==> src/rtl/stage_fetch_if.sv <==
// Fetch-stage bus bundle: hazard/redirect inputs, imem port, IF/ID latch and debug counters.
interface stage_fetch_if #(
    parameter int unsigned PC_WIDTH  = 12,
    parameter int unsigned CNT_WIDTH = 16
);
    logic                 stall;
    logic                 ex_redirect;
    logic [31:0]          ex_target;
    logic [PC_WIDTH-1:0]  imem_addr;
    logic [31:0]          imem_q;
    logic [31:0]          ifid_insn;
    logic [31:0]          ifid_pc_plus_4;
    logic                 ifid_valid;
    logic                 flush_idex;
    logic [CNT_WIDTH-1:0] redirect_count;
    logic [CNT_WIDTH-1:0] stall_count;

    modport master (
        input  stall, ex_redirect, ex_target, imem_q,
        output imem_addr, ifid_insn, ifid_pc_plus_4, ifid_valid, flush_idex,
               redirect_count, stall_count
    );

    modport slave (
        output stall, ex_redirect, ex_target, imem_q,
        input  imem_addr, ifid_insn, ifid_pc_plus_4, ifid_valid, flush_idex,
               redirect_count, stall_count
    );
endinterface

==> src/rtl/stage_fetch.sv <==
// Instruction-fetch stage: owns the PC, drives the synchronous imem and fills IF/ID,
// squashing wrong-path slots on execute-stage redirects.
module stage_fetch #(
    parameter int unsigned PC_WIDTH  = 12,
    parameter int unsigned RESET_PC  = 0,
    parameter int unsigned CNT_WIDTH = 16
) (
    input  logic          clock,
    input  logic          reset,
    stage_fetch_if.master bus
);
    localparam logic [PC_WIDTH-1:0]  PC_RST  = PC_WIDTH'(RESET_PC);
    localparam logic [CNT_WIDTH-1:0] CNT_MAX = '1;

    logic [PC_WIDTH-1:0]  fetch_pc_q, fetch_pc_d;
    logic [PC_WIDTH-1:0]  pc_plus_one;
    logic [31:0]          ifid_insn_q, ifid_insn_d;
    logic [31:0]          ifid_pc_plus_4_q, ifid_pc_plus_4_d;
    logic                 ifid_valid_q, ifid_valid_d;
    logic [CNT_WIDTH-1:0] redirect_count_q, redirect_count_d;
    logic [CNT_WIDTH-1:0] stall_count_q, stall_count_d;

    assign pc_plus_one = fetch_pc_q + PC_WIDTH'(1);

    // Priority: reset, redirect, stall, sequential. Redirect beats stall.
    always_comb begin
        fetch_pc_d       = pc_plus_one;
        ifid_insn_d      = bus.imem_q;
        ifid_pc_plus_4_d = 32'(pc_plus_one);
        ifid_valid_d     = 1'b1;
        redirect_count_d = redirect_count_q;
        stall_count_d    = stall_count_q;

        if (!reset) begin
            fetch_pc_d       = PC_RST;
            ifid_insn_d      = 32'd0;
            ifid_pc_plus_4_d = 32'd0;
            ifid_valid_d     = 1'b0;
            redirect_count_d = '0;
            stall_count_d    = '0;
        end else if (bus.ex_redirect) begin
            fetch_pc_d       = bus.ex_target[PC_WIDTH-1:0];
            ifid_insn_d      = 32'd0;
            ifid_pc_plus_4_d = ifid_pc_plus_4_q;
            ifid_valid_d     = 1'b0;
            if (redirect_count_q != CNT_MAX) begin
                redirect_count_d = redirect_count_q + CNT_WIDTH'(1);
            end
        end else if (bus.stall) begin
            fetch_pc_d       = fetch_pc_q;
            ifid_insn_d      = ifid_insn_q;
            ifid_pc_plus_4_d = ifid_pc_plus_4_q;
            ifid_valid_d     = ifid_valid_q;
            if (stall_count_q != CNT_MAX) begin
                stall_count_d = stall_count_q + CNT_WIDTH'(1);
            end
        end
    end

    always_ff @(posedge clock) begin
        if (!reset) begin
            fetch_pc_q       <= PC_RST;
            ifid_insn_q      <= 32'd0;
            ifid_pc_plus_4_q <= 32'd0;
            ifid_valid_q     <= 1'b0;
            redirect_count_q <= '0;
            stall_count_q    <= '0;
        end else begin
            fetch_pc_q       <= fetch_pc_d;
            ifid_insn_q      <= ifid_insn_d;
            ifid_pc_plus_4_q <= ifid_pc_plus_4_d;
            ifid_valid_q     <= ifid_valid_d;
            redirect_count_q <= redirect_count_d;
            stall_count_q    <= stall_count_d;
        end
    end

    // imem registers its address on the same edge that loads fetch_pc, so imem_q tracks mem[fetch_pc].
    assign bus.imem_addr      = fetch_pc_d;
    assign bus.flush_idex     = bus.ex_redirect & reset;
    assign bus.ifid_insn      = ifid_insn_q;
    assign bus.ifid_pc_plus_4 = ifid_pc_plus_4_q;
    assign bus.ifid_valid     = ifid_valid_q;
    assign bus.redirect_count = redirect_count_q;
    assign bus.stall_count    = stall_count_q;
endmodule

==> src/flat_wrapper.sv <==
// flat-port wrapper written by rule: the top's interface ports become plain ports
module stage_fetch_flat 
#(
    parameter int unsigned PC_WIDTH  = 12,
    parameter int unsigned RESET_PC  = 0,
    parameter int unsigned CNT_WIDTH = 16
)
  (clock, reset, bus_stall, bus_ex_redirect, bus_ex_target, bus_imem_q, bus_imem_addr, bus_ifid_insn, bus_ifid_pc_plus_4, bus_ifid_valid, bus_flush_idex, bus_redirect_count, bus_stall_count);
  stage_fetch_if #(.PC_WIDTH(PC_WIDTH), .CNT_WIDTH(CNT_WIDTH)) bus_i ();
  input  logic clock;
  input  logic reset;
  input wire logic [$bits(bus_i.stall)-1:0] bus_stall;
  input wire logic [$bits(bus_i.ex_redirect)-1:0] bus_ex_redirect;
  input wire logic [$bits(bus_i.ex_target)-1:0] bus_ex_target;
  input wire logic [$bits(bus_i.imem_q)-1:0] bus_imem_q;
  output wire logic [$bits(bus_i.imem_addr)-1:0] bus_imem_addr;
  output wire logic [$bits(bus_i.ifid_insn)-1:0] bus_ifid_insn;
  output wire logic [$bits(bus_i.ifid_pc_plus_4)-1:0] bus_ifid_pc_plus_4;
  output wire logic [$bits(bus_i.ifid_valid)-1:0] bus_ifid_valid;
  output wire logic [$bits(bus_i.flush_idex)-1:0] bus_flush_idex;
  output wire logic [$bits(bus_i.redirect_count)-1:0] bus_redirect_count;
  output wire logic [$bits(bus_i.stall_count)-1:0] bus_stall_count;
  assign bus_i.stall = bus_stall;
  assign bus_i.ex_redirect = bus_ex_redirect;
  assign bus_i.ex_target = bus_ex_target;
  assign bus_i.imem_q = bus_imem_q;
  assign bus_imem_addr = bus_i.imem_addr;
  assign bus_ifid_insn = bus_i.ifid_insn;
  assign bus_ifid_pc_plus_4 = bus_i.ifid_pc_plus_4;
  assign bus_ifid_valid = bus_i.ifid_valid;
  assign bus_flush_idex = bus_i.flush_idex;
  assign bus_redirect_count = bus_i.redirect_count;
  assign bus_stall_count = bus_i.stall_count;
  stage_fetch #(.PC_WIDTH(PC_WIDTH), .RESET_PC(RESET_PC), .CNT_WIDTH(CNT_WIDTH)) u_core (.clock(clock), .reset(reset), .bus(bus_i));
endmodule
==> config.mk <==
export PLATFORM = sky130hd
export DESIGN_NAME = stage_fetch_flat
export DESIGN_NICKNAME = d
export VERILOG_FILES = /design/src/rtl/stage_fetch_if.sv /design/src/rtl/stage_fetch.sv /design/src/flat_wrapper.sv
export SDC_FILE = /design/constraint.sdc
export NUM_CORES = 1
export LEC_CHECK = 0
export ABC_CLOCK_PERIOD_IN_PS = 4400
export CAP_MARGIN = 20
export CORE_ASPECT_RATIO = 1.75
export CORE_MARGIN = 5
export CORE_UTILIZATION = 45
export DETAILED_ROUTE_END_ITERATION = 10
export PLACE_DENSITY = 0.83
export SYNTH_ARGS = -nofsm -noshare
export SYNTH_HDL_FRONTEND = slang
export SYNTH_SLANG_ARGS = --single-unit
==> constraint.sdc <==
create_clock -name clock -period 4.4 [get_ports clock]
set_input_delay 0.44 -clock clock [delete_from_list [all_inputs] [get_ports clock]]
set_output_delay 0.44 -clock clock [all_outputs]
set_load 0.02 [all_outputs]
==> summary by stage <==
Clock tree
The number of buffers added by the clock tree synthesis step is 9. After clock tree synthesis, the setup repair step added 0 buffers. The post-cts resize count is 0. TritonCTS built the clock tree. The number of clock sinks seen by CTS is 89. The depth of the CTS H-tree is 3. The clock-pin slew on the worst setup and hold paths is 0.06 ns. The root buffer cell is clkbuf_16. The hold buffer count at cts is 0.

The clock latency reported for the late side of the worst-skew pair is 0.34 ns. The longest clock path from root to sink contains 2 buffers.

Route
In the final routed layout, each cell accounts on average for 16.4 µm. Before antenna repair, the detailed router went through 5 iterations. The first routing iteration left 211 violations.

The per-cell via count in the routed design is 5.51. The detail route stage leaves a number of antenna-violating nets equal to 0. The total routed wirelength is 12.1 mm. In the routed design, unresolved DRC markers number 0. The final route contains 4,059 vias.

Power
The power density normalized to cell area is 330 nW/µm². The leakage power is 0.00217 µW. The peak ir drop on the vdd network is 0.232 mV.

Cells and area
The post-route netlist has 5.69% of its cells at a drive strength greater than 1. The area growth from synthesis to layout is 38.8%. The area taken by flip-flops and latches is 1780 µm². The layout filler cell count is 783.

The repair_antennas step left the layout with diodes totalling 0. The area taken by multi-input logic gates is 2280 µm². Once layout is complete, the cells apart from fillers number 737. For this run, the share of the core covered by cells in the final layout is 63.5%. The final net count is 682.

STA
The minimum clock period after layout is 3.25 ns. Setup repair after global routing left no endpoint under its margin. For the final database, setup skew stands at 0.00479 ns.

The final number of max-transition violations is 0. The final hold violation count was 0. The total negative slack is 0 ns. For the pin with the worst max-slew slack, the measured transition is 0.880 ns. The final setup violation count is 0.

The post-route fraction of the period consumed by the critical path is 73.8%. The worst path meets setup with 1.15 ns of slack. The hold slack is 0.462 ns. Based on the critical path, the design can be clocked at up to 308 MHz. The max-slew headroom at the worst pin is 41.3%.

Setup path
The number of cells on the worst reg-to-reg path is 5. STA puts the critical path data required time at 3.96 ns. The maximum fanout count along the critical path is 32. The critical path class is in -> out.

The data arrival time of the critical path is 2.81 ns. The kind of end point of the critical path is an output port. The worst setup path is launched from a primary input.

Logic synthesis
dfxtp_1 is the most common cell in the netlist. Sorting the synthesized cells by area gives the leading types as dfxtp_1 (41%), mux2i_1 (9.3%), nor2_1 (4.6%), a21oi_1 (4.1%), buf_4 (3.7%). The total of flip-flops plus latches after synthesis is 89. The share of Yosys cell area claimed by the top area cell type is 41.4%. The most area-hungry cell type in the Yosys netlist is dfxtp_1. The commonest cells after synthesis are dfxtp_1 (89), nor2_1 (53), mux2i_1 (40), a21oi_1 (35), nand2_1 (32). A synthesized cell averages 8.86 µm². The Yosys step of the flow raised 0 warnings. In the synthesized netlist the dominant register cell turns out to be dfxtp_1. The cell area that synthesis handed to floorplanning was 4310 µm².

The gate count of the mapped netlist is 486. After synthesis, the netlist uses 55 different library cells. The part of the Yosys area used for sequential elements is 41.4%. Yosys mapped a number of flops with a built-in enable equal to 0. After synthesis, the share of flip-flops with an asynchronous set or reset is 0%.

Floorplan
The floorplan has 47 rows. The vertical die dimension is 139 µm. The floorplan step set the die width to 83.9 µm. The initial cell density of the core is 45.8%. The core region is 9410 µm².

The number of placed I/O pins is 178. The die area is 11,700 µm².

Run
The number of max-cap violations is 0.

Global routing
The total overflow left after global routing is 0. The number of global-route vias before repair is 4,141. The wire length of the first global-routing pass is 19.8 mm. The initial antenna violation count is 0. Entering global routing, the biggest net connects 46 pins.

Global routing consumed, over all layers together, 20.3% of the routing resources.

Run status
The run finished with clean final reports.

Place
In this run the tool buffered the top-level ports with 137 buffer cells. Detailed placement finished with a half-perimeter wire length of 9.04 mm. The number of placed instances, taps included, is 721. Prior to clock tree synthesis, the placed netlist has a worst setup slack of 1.14 ns. The congestion estimate from routability-driven global placement came to 0.776.

Worst hold path
The worst hold path passes through 2 cells. The worst hold-check path type is reg -> reg.
## state kept, by name, indices dropped and copies added (netlist names)
signal and flops:
u_core.fetch_pc_q 12, u_core.bus.redirect_count 16, u_core.bus.ifid_insn 32, u_core.bus.stall_count 16
u_core.bus.ifid_pc_plus_4 12, u_core.bus.ifid_valid 1
## routing by layer
layer	global-route usage [%]	vias to the layer above	share of wire (%)	wire length, µm
met2	38.9	135	56	6770
met3	7.21	14	7.3	882
met5	0	-	0	0
met1	20.1	1938	36	4290
met4	5.76	0	1.2	147
li1	-	1972	-	-
## cell families (layout without fill, tap and decap cells)
logic type      after synthesis  in the layout  synth area share [%]
compound gates               94             94                  13.6
xor+xnor                     19             19                  3.87
fa+ha+maj                     3              3                 0.872
buf+inv                      55            165                  7.24
flops                        89             89                  41.4
mux                          40             40                  9.30
other cells                   1             20                0.0871
simple gates                185            185                  23.7
## metrics by stage
stage                     instance area [µm²]  power, µW
after floorplan                          4380       1050
after global placement                   5650       1160
after detailed placement                 5650       1170
after CTS                                5970       1990
after global routing                     5980       2050
final                                    5980       1970
## worst max-delay path, cell delays in order
cell and delay (ns):
clkdlybuf4s50_1 0.40, buf_4 0.18, inv_1 0.65, nor2_1 0.15
a311oi_1 0.30, clkdlybuf4s50_1 0.68
## final timing paths
kind,endpoint,slack (ns),from
worst min register to register,u_core.bus.ifid_valid,0.46,u_core.bus.ifid_valid
worst max-delay path,bus_imem_addr[8],1.15,bus_ex_redirect
worst min-delay path,u_core.bus.ifid_valid,0.46,u_core.bus.ifid_valid
worst max register to register,u_core.bus.redirect_count[9],2.48,u_core.bus.redirect_count[0]
## where the power goes
part	total [µW]	internal [µW]	switching, µW
clock	822	497	325
combinational	284	134	151
sequential	868	836	31.3
## area by class of cell
class                   instances  share of cell area [%]
repair buffers                143                    23.7
inverters                       7                   0.440
clock buffers                   9                    3.77
multi-input cells             361                    38.2
well taps                     122                    2.55
flip-flops and latches         89                    29.8
clock inverters                 6                    1.55
## layout by cell type, fill, tap and decap left out, types with 10 or more instances in the layout
| master | n |
|---|---|
| nor2_1 | 53 |
| dfxtp_1 | 89 |
| a21oi_1 | 35 |
| a211oi_1 | 10 |
| xnor2_1 | 14 |
| conb_1 | 20 |
| nand2_1 | 32 |
| nand3_1 | 17 |
| o21ai_0 | 20 |
| or3_1 | 11 |
| nand4_1 | 18 |
| mux2i_1 | 40 |
| clkdlybuf4s50_1 | 136 |
Note: power is estimated with default switching activity, not from simulation.
